`config.mk`:
```
export PLATFORM = sky130hd
export DESIGN_NAME = prescaler_ctrl_flat
export DESIGN_NICKNAME = d
export VERILOG_FILES = /design/src/rtl/prescaler_pkg.sv /design/src/rtl/prescaler_ctrl_if.sv /design/src/rtl/div_counter.sv /design/src/rtl/prescaler_ctrl.sv /design/src/flat_wrapper.sv
export SDC_FILE = /design/constraint.sdc
export NUM_CORES = 1
export LEC_CHECK = 0
export CORE_MARGIN = 2
export CORE_UTILIZATION = 57
export DETAILED_ROUTE_END_ITERATION = 7
export GPL_TIMING_DRIVEN = 0
export PLACE_DENSITY = 0.91
export SKIP_CTS_REPAIR_TIMING = 1
export SLEW_MARGIN = 20
export SYNTH_ARGS = -nofsm -noshare
export SYNTH_HDL_FRONTEND = slang
export SYNTH_SLANG_ARGS = --single-unit
```
`constraint.sdc`:
```
create_clock -name clkin -period 4.5 [get_ports clkin]
set_clock_uncertainty 0.1 [all_clocks]
set_input_delay 0.675 -clock clkin [delete_from_list [all_inputs] [get_ports clkin]]
set_output_delay 0.675 -clock clkin [all_outputs]
set_load 0.02 [all_outputs]
```
`src/rtl/prescaler_pkg.sv`:
```
// prescaler_pkg: shared types and constants for the
// pixel-clock timebase prescaler.
package prescaler_pkg;

   typedef enum logic [1:0] {
      STOP = 2'd0,
      RUN  = 2'd1,
      PEND = 2'd2
   } state_e;

   localparam int unsigned DIV_MIN       = 2;
   localparam int unsigned F_OSC_DEFAULT = 25175000;

endpackage

```
`src/rtl/prescaler_ctrl_if.sv`:
```
// prescaler_ctrl_if: divisor configuration handshake
// between config logic (master) and the prescaler (slave).
interface prescaler_ctrl_if #(
   parameter int unsigned WIDTH = 32
);

   logic             cfg_valid;
   logic [WIDTH-1:0] cfg_div;
   logic             cfg_ready;
   logic             cfg_err;

   modport master (
      output cfg_valid,
      output cfg_div,
      input  cfg_ready,
      input  cfg_err
   );

   modport slave (
      input  cfg_valid,
      input  cfg_div,
      output cfg_ready,
      output cfg_err
   );

endinterface

```
`src/rtl/div_counter.sv`:
```
// div_counter: divide-by-div counter with registered
// one-cycle tick and ~50% duty clkout.
module div_counter #(
   parameter int unsigned WIDTH = 32
) (
   input  logic             clkin,
   input  logic             rst,
   input  logic             clr,
   input  logic [WIDTH-1:0] div,
   output logic [WIDTH-1:0] cnt,
   output logic             wrap,
   output logic             clkout,
   output logic             tick
);

   logic [WIDTH-1:0] cnt_q;
   logic [WIDTH-1:0] cnt_d;
   logic             tick_q;
   logic             tick_d;
   logic             clkout_q;
   logic             clkout_d;

   // last count of the period; never true while cleared
   assign wrap = !clr && (cnt_q == div - WIDTH'(1));

   // next count, tick on wrap, clkout high in upper half
   always_comb begin
      cnt_d    = cnt_q + WIDTH'(1);
      tick_d   = wrap;
      clkout_d = !clr && (cnt_q >= (div >> 1));
      if (clr || wrap) begin
         cnt_d = '0;
      end
   end

   // counter and output registers
   always_ff @(posedge clkin) begin
      if (rst) begin
         cnt_q    <= '0;
         tick_q   <= 1'b0;
         clkout_q <= 1'b0;
      end else begin
         cnt_q    <= cnt_d;
         tick_q   <= tick_d;
         clkout_q <= clkout_d;
      end
   end

   assign cnt    = cnt_q;
   assign tick   = tick_q;
   assign clkout = clkout_q;

endmodule

```
`src/rtl/prescaler_ctrl.sv`:
```
// prescaler_ctrl: divisor FSM, cfg handshake and the
// pending/active divisor registers around div_counter.
module prescaler_ctrl
   import prescaler_pkg::*;
#(
   parameter int unsigned F_OSC       = F_OSC_DEFAULT,
   parameter int unsigned WIDTH       = 32,
   parameter int unsigned DEFAULT_DIV = F_OSC / 1000
) (
   input  logic             clkin,
   input  logic             rst,
   input  logic             enable,
   prescaler_ctrl_if.slave  cfg,
   output logic             tick,
   output logic             clkout,
   output logic [WIDTH-1:0] active_div,
   output logic             pending
);

   state_e           state_q;
   state_e           state_d;
   logic [WIDTH-1:0] act_q;
   logic [WIDTH-1:0] act_d;
   logic [WIDTH-1:0] pend_q;
   logic [WIDTH-1:0] pend_d;
   logic             ready_q;
   logic             ready_d;
   logic             err_q;
   logic             err_d;
   logic             pending_q;
   logic             pending_d;

   logic             xfer;
   logic             take;
   logic             clr;
   logic             wrap;
   logic [WIDTH-1:0] cnt;
   logic             unused_cnt;

   assign xfer = cfg.cfg_valid && ready_q;
   assign take = xfer && (cfg.cfg_div >= WIDTH'(DIV_MIN));
   assign clr  = !enable || (state_q == STOP);

   assign unused_cnt = ^cnt;

   div_counter #(
      .WIDTH (WIDTH)
   ) u_cnt (
      .clkin  (clkin),
      .rst    (rst),
      .clr    (clr),
      .div    (act_q),
      .cnt    (cnt),
      .wrap   (wrap),
      .clkout (clkout),
      .tick   (tick)
   );

   // mode transitions and divisor hand-over at boundaries
   always_comb begin
      state_d = state_q;
      act_d   = act_q;
      pend_d  = pend_q;
      unique case (state_q)
         STOP: begin
            if (take) begin
               act_d = cfg.cfg_div;
            end
            if (enable) begin
               state_d = RUN;
            end
         end
         RUN: begin
            if (!enable) begin
               state_d = STOP;
               if (take) begin
                  act_d = cfg.cfg_div;
               end
            end else if (take) begin
               pend_d  = cfg.cfg_div;
               state_d = PEND;
            end
         end
         PEND: begin
            if (!enable) begin
               act_d   = pend_q;
               state_d = STOP;
            end else if (wrap) begin
               act_d   = pend_q;
               state_d = RUN;
            end
         end
         default: begin
            state_d = STOP;
         end
      endcase
      ready_d   = (state_d != PEND);
      pending_d = (state_d == PEND);
      err_d     = xfer && !take;
   end

   // control registers
   always_ff @(posedge clkin) begin
      if (rst) begin
         state_q   <= STOP;
         act_q     <= WIDTH'(DEFAULT_DIV);
         pend_q    <= '0;
         ready_q   <= 1'b1;
         err_q     <= 1'b0;
         pending_q <= 1'b0;
      end else begin
         state_q   <= state_d;
         act_q     <= act_d;
         pend_q    <= pend_d;
         ready_q   <= ready_d;
         err_q     <= err_d;
         pending_q <= pending_d;
      end
   end

   assign cfg.cfg_ready = ready_q;
   assign cfg.cfg_err   = err_q;
   assign active_div    = act_q;
   assign pending       = pending_q;

endmodule

```
`src/flat_wrapper.sv`:
```
// flat-port wrapper written by rule: the top's interface ports become plain ports
module prescaler_ctrl_flat import prescaler_pkg::*;
#(
   parameter int unsigned F_OSC       = F_OSC_DEFAULT,
   parameter int unsigned WIDTH       = 32,
   parameter int unsigned DEFAULT_DIV = F_OSC / 1000
)
  (clkin, rst, enable, tick, clkout, active_div, pending, cfg_cfg_valid, cfg_cfg_div, cfg_cfg_ready, cfg_cfg_err);
  prescaler_ctrl_if #(.WIDTH(WIDTH)) cfg_i ();
  input  logic clkin;
  input  logic rst;
  input  logic enable;
  output logic tick;
  output logic clkout;
  output logic [WIDTH-1:0] active_div;
  output logic pending;
  input wire logic [$bits(cfg_i.cfg_valid)-1:0] cfg_cfg_valid;
  input wire logic [$bits(cfg_i.cfg_div)-1:0] cfg_cfg_div;
  output wire logic [$bits(cfg_i.cfg_ready)-1:0] cfg_cfg_ready;
  output wire logic [$bits(cfg_i.cfg_err)-1:0] cfg_cfg_err;
  assign cfg_i.cfg_valid = cfg_cfg_valid;
  assign cfg_i.cfg_div = cfg_cfg_div;
  assign cfg_cfg_ready = cfg_i.cfg_ready;
  assign cfg_cfg_err = cfg_i.cfg_err;
  prescaler_ctrl #(.F_OSC(F_OSC), .WIDTH(WIDTH), .DEFAULT_DIV(DEFAULT_DIV)) u_core (.clkin(clkin), .rst(rst), .enable(enable), .cfg(cfg_i), .tick(tick), .clkout(clkout), .active_div(active_div), .pending(pending));
endmodule
```
==> qor.yml, run 1 <==
wl_per_cell_um: 16.3
grt_overflow: 0
final_antenna_net_count: 0
gp_congestion: 0.962
synthDistinctLibCells: 59
grt_pass1_wl_um: 26100
crit_type: "register to register"
htreeDepth: 3
vdd.ir_drop.worst_uv: 168
min_period_ns: 4.05
max_freq_ghz: 0.247
grtUsageTotal_pct: 27.8
status: "complete, no violations"
yosysSeqAreaShare_pct: 33.1
drt_iter0_markers: 343
drc: 0
rsz0062_at_grt: "false"
avgSynthCellArea_um2: 8.30
vias: 5799
syn2layout_area_growth_pct: 17.4
start_util_pct: 58.0
fin_crit_sh_pct: 90.1
yosysWarnings: 0
grt_max_degree: 19
crit_arrival_ns: 4.19
finalSetupViolations: 0
async_reset_ff_share_pct: 0
hold_viol: 0
final_nets: 903
hp-class: "register to register"
syn_inst: 751
netlist_area_um2: 6230
dr.pass1.iters: 5
routed_wl_um: 15900
max_cap_viol_count: 0
diodes: 0
grt_pass1_vias: 5477
die_w_um: 109
cts_tree: "yes"
synth_edf_count: 0
io_pins: 73
tightestPinTransition_ns: 0.726
portBuffers: 72
final_cell_area_um2: 7320
die_area_um2: 11800
r2r_cells: 13
synth-seq-cells: 103
clk_pin_slew_worst_paths_ns: 0.10
fillers: 845
min_path_cells: 2
drive_above_1_share_pct: 6.32
slew_viol_final: 0
relSlewSlack_pct: 51.6
cts.sinks: 103
rows: 38
worst_slack_ns: 0.447
hpwl_um: 12100
chipHeight_um: 109
cts_made_buffers: 9
stdcell_count: 979
crit_path_max_fanout: 10
placedCellCount: 963
root_buffer: "clkbuf_8"
synth_ff_type: "dfxtp_1"
clkLatencyLatePin_ns: 0.38
post-place-ws_ns: 0.539
viasPerCell: 5.92
required_ns: 4.64
leakage_nw: 2.92
end_kind: "register"
finalSetupTns_ns: 0
coreArea_um2: 10700
cts_max_path_buffers: 2
dpl_cell_area_um2: 7130
powerDensity_nw_per_um2: 273
syn_nets: 820
cp-start-kind: "register"
antenna_found_initial: 0
## synth_stat cells (5+ instances only)
cell / count / area share [%]
dfxtp_1: 103 / 33
nand2_1: 92 / 5.5
a21oi_1: 78 / 6.3
nor2_1: 55 / 3.3
xor2_1: 43 / 6.0
inv_1: 36 / 2.2
ha_1: 33 / 6.6
xnor2_1: 32 / 4.5
a211oi_1: 26 / 3.1
clkbuf_1: 26 / 1.6
mux2i_1: 26 / 4.2
nand3_1: 20 / 1.6
nor4_1: 17 / 1.7
nand4_1: 16 / 1.6
and3_1: 13 / 1.3
a21o_1: 12 / 1.4
nor3_1: 12 / 0.96
a211o_1: 10 / 1.4
o21ai_0: 9 / 0.72
mux2_2: 8 / 1.4
buf_6: 7 / 1.3
nand2b_1: 7 / 0.70
o31ai_1: 6 / 0.72
or3_1: 5 / 0.50
## per-stage QoR
| stage | power, mW | util (%) | hold WS [ns] |
|---|---|---|---|
| CTS | 1.99 | 68.1 | 0.360 |
| detailed placement | 1.43 | 66.4 | 0.346 |
| finish | 2.00 | 68.1 | 0.357 |
| global route | 2.08 | 68.1 | 0.376 |
| floorplan | 1.27 | - | 0.334 |
| global placement | 1.42 | 66.4 | 0.340 |
## flip-flops by register name (all words and copies together), names as in the netlist
register	flops
u_core.cfg.cfg_err	1
u_core.u_cnt.tick	1
u_core.cfg.cfg_ready	1
u_core.pending	1
u_core.pend_q	32
u_core.u_cnt.cnt	32
u_core.state_q	2
u_core.u_cnt.clkout	1
u_core.active_div	32
## per-layer routing
metal  share of wire, %  GRT usage [%]  routed length [µm]  vias to the layer above
met5                  0              0                   0                        -
li1                   -              -                   -                     2828
met2                 46           46.3                7390                      225
met3                6.2           3.86                 992                       50
met1                 44           36.4                7020                     2696
met4                3.3           11.0                 519                        0
## cell usage in the layout, fill, tap and decap left out, drive strengths merged, types with 3 or more instances in the layout
cell type      count
nand3             21
or2                4
a31oi              4
nand2b             7
nand2             92
mux2               8
xnor2             32
mux2i             26
and4               4
ha                33
clkbuf            36
nor2b              4
nor3b              5
nor3              15
buf               13
o21ai              9
clkdlybuf4s50     72
and3              13
clkinv             3
dfxtp            103
nand4             17
xor2              43
inv               38
o31ai              6
a21oi             78
nor4              19
a211oi            26
or3                5
a211o             10
nor2              57
a21o              12
## worst max-delay path: stages, from the launching register on
cell	delay, ns
dfxtp_1	0.37
inv_1	0.10
ha_1	0.24
nor4b_1	0.53
nand2_1	0.31
nor4_1	0.39
mux2i_1	0.28
o21ai_0	0.11
or4_4	0.46
o311ai_4	0.47
and2_1	0.21
buf_6	0.13
buf_6	0.14
a211oi_1	0.07
## final cells by class
| cell class | instances | area, µm² | share of cell area, % |
|---|---|---|---|
| tap | 140 | 175 | 2.39 |
| multi-input combinational | 573 | 3820 | 52.2 |
| clock inverter | 6 | 52.6 | 0.718 |
| sequential | 103 | 2060 | 28.2 |
| timing repair buffer | 72 | 721 | 9.84 |
| clock buffer | 10 | 138 | 1.88 |
| buffer | 39 | 214 | 2.92 |
| inverter | 36 | 135 | 1.85 |
## worst paths after layout
path                           endpoint  slack, ns                  from
setup reg to reg  u_core.active_div[11]       0.45  u_core.active_div[1]
setup / recovery  u_core.active_div[11]       0.45  u_core.active_div[1]
hold reg to reg        u_core.pend_q[9]       0.36      u_core.pend_q[9]
hold / removal         u_core.pend_q[9]       0.36      u_core.pend_q[9]
## cell families (layout without fill, tap and decap cells)
logic type,Yosys count,in the layout,synth area share (%)
flip-flops,103,103,33.1
multiplexers,34,34,5.62
AND/OR/NAND/NOR,273,273,22.4
AO/OA/AOI/OAI,158,158,16.2
XOR/XNOR,75,75,10.5
buffers and inverters,75,163,5.60
adder cells (fa/ha/maj),33,33,6.62
## power breakdown
group | switching [mW] | internal (mW)
logic | 0.226 | 0.192
registers | 0.0566 | 0.945
clock network | 0.357 | 0.226
No activity file was read; power rests on OpenSTA's default activity.
==> run 2: changes to the inputs <==
--- a/config.mk
+++ b/config.mk
@@ -6,6 +6,9 @@
 export NUM_CORES = 1
 export LEC_CHECK = 0
+export ABC_CLOCK_PERIOD_IN_PS = 4500
+export CELL_PAD_IN_SITES_DETAIL_PLACEMENT = 1
+export CELL_PAD_IN_SITES_GLOBAL_PLACEMENT = 1
 export CORE_MARGIN = 2
-export CORE_UTILIZATION = 57
+export CORE_UTILIZATION = 43
 export DETAILED_ROUTE_END_ITERATION = 7
 export GPL_TIMING_DRIVEN = 0
--- a/constraint.sdc
+++ b/constraint.sdc
@@ -3,3 +3,3 @@
 set_input_delay 0.675 -clock clkin [delete_from_list [all_inputs] [get_ports clkin]]
 set_output_delay 0.675 -clock clkin [all_outputs]
-set_load 0.02 [all_outputs]
+set_load 0.05 [all_outputs]
==> qor.yml, run 2 (synthesized netlist as in run 1, its figures left out) <==
status: "complete, no violations"
clk_pin_slew_worst_paths_ns: 0.08  # -0.02 ns
die_area_um2: 15500  # +31%
finalSetupTns_ns: 0  # unchanged
max_freq_ghz: 0.234  # -5.3%
min_to: "u_core.pend_q[21]"
placedCellCount: 1007  # +4.6%
min_path_cells: 2  # unchanged
drt_iter0_markers: 293  # -15%
gp_congestion: 0.858  # -11%
regToRegEndpoint: "u_core.active_div[12]"
diodes: 0  # unchanged
grtUsageTotal_pct: 25.6  # -2.3 points
cts_max_path_buffers: 2  # unchanged
final_antenna_net_count: 0  # unchanged
chipHeight_um: 124  # +15%
cts_made_buffers: 9  # unchanged
vdd.ir_drop.worst_uv: 158  # -6.3%
crit_path_max_fanout: 10  # unchanged
crit_arrival_ns: 4.40  # +0.21 ns
register_area_um2: 2060  # unchanged
hp-start: "u_core.pend_q[21]"
fin_crit_sh_pct: 95.1  # +5.1 points
dpl_cell_area_um2: 7190  # +0.77%
cts.sinks: 103  # unchanged
leakage_nw: 2.97  # +1.7%
finalSetupViolations: 0  # unchanged
reg2reg_from: "u_core.active_div[1]"
mostFrequentLayoutCells: "dfxtp_1, nand2_1, a21oi_1"
vias: 5978  # +3.1%
cp-start-kind: "register"
hold_viol: 0  # unchanged
hp-class: "register to register"
max_cap_viol_count: 0  # unchanged
hpwl_um: 14600  # +20%
root_buffer: "clkbuf_16"
wl_per_cell_um: 19.2  # +18%
syn2layout_area_growth_pct: 20.1
powerDensity_nw_per_um2: 311  # +14%
r2r_cells: 13  # unchanged
final_nets: 903  # unchanged
grt_pass1_vias: 6391  # +17%
tightestPinTransition_ns: 0.718  # -0.00849 ns
final_common_cell: "dfxtp_1"
multi_input_area_um2: 3820  # unchanged
min_period_ns: 4.28  # +0.229 ns
stdcell_count: 1023  # +4.5%
routed_wl_um: 19700  # +24%
portBuffers: 72  # unchanged
slew_viol_final: 0  # unchanged
fillers: 1710  # +100%
rsz0062_at_grt: "false"
grt_pass1_wl_um: 32200  # +23%
die_w_um: 124  # +15%
dr.pass1.iters: 5  # unchanged
htreeDepth: 3  # unchanged
final_cell_area_um2: 7490  # +2.3%
grt_max_degree: 19  # unchanged
rows: 44  # +16%
io_pins: 73  # unchanged
regToRegSetupSlack_ns: 0.22  # -0.23 ns
start_util_pct: 43.4  # -15 points
antenna_found_initial: 0  # unchanged
coreArea_um2: 14400  # +34%
drc: 0  # unchanged
required_ns: 4.62  # -0.02 ns
clkLatencyLatePin_ns: 0.36  # -0.02 ns
cts_tree: "yes"
end_kind: "register"
drive_above_1_share_pct: 6.20  # -0.12 points
grt_overflow: 0  # unchanged
viasPerCell: 5.84  # -1.3%
relSlewSlack_pct: 51.5  # -0.11 points
crit_type: "register to register"
==> run 2: layout make-up <==
cell class                 count  area share (%)
buffer                        39            2.86
clock buffer                  10            3.06
clock inverter                 6            1.00
inverter                      36            1.80
multi-input combinational    573            51.1
sequential                   103            27.5
tap                          184            3.07
timing repair buffer          72            9.62
==> run 2: per-layer routing <==
metal,vias to the layer above,global-route usage (%),routed length [µm]
li1,2816,-,-
met1,2937,31.0,8480
met2,171,45.1,9720
met3,54,2.84,768
met4,0,12.1,718
met5,-,0,0
==> run 2: power by group <==
part / switching [mW] / total, mW / leakage, nW / internal, mW
clock: 0.386 / 0.827 / 0.146 / 0.441
sequential: 0.0595 / 1.00 / 0.839 / 0.945
combinational: 0.302 / 0.494 / 1.99 / 0.192
total: 0.748 / 2.33 / 2.97 / 1.58
==> run 2: worst max path at each step <==
| stage | from | endpoint | cells past startpoint |
|---|---|---|---|
| after floorplan | u_core.active_div[0] | u_core.active_div[13] | 12 |
| after global placement | u_core.active_div[0] | u_core.active_div[29] | 13 |
| after detailed placement | u_core.active_div[1] | u_core.active_div[23] | 13 |
| after CTS | u_core.active_div[1] | u_core.active_div[12] | 13 |
| after global routing | u_core.active_div[1] | u_core.active_div[27] | 13 |
| final | u_core.active_div[1] | u_core.active_div[12] | 13 |
==> run 2: critical path: stages (launching register included) <==
cell	delay, ns
dfxtp_1	0.35
inv_1	0.11
ha_1	0.23
nor4b_1	0.62
nand2_1	0.36
nor4_1	0.39
mux2i_1	0.33
o21ai_0	0.15
or4_4	0.46
o311ai_4	0.48
and2_1	0.21
buf_6	0.14
buf_6	0.14
a211oi_1	0.08
==> run 2: metrics by stage <==
step	hold slack [ns]	utilization [%]	power [mW]	worst slack, ns
global route	0.377	52.1	2.40	0.100
floorplan	0.334	-	1.33	1.00
CTS	0.357	52.1	2.33	0.337
detailed placement	0.346	50.0	1.51	0.443
finish	0.357	52.1	2.33	0.219
global placement	0.341	50.0	1.49	0.541
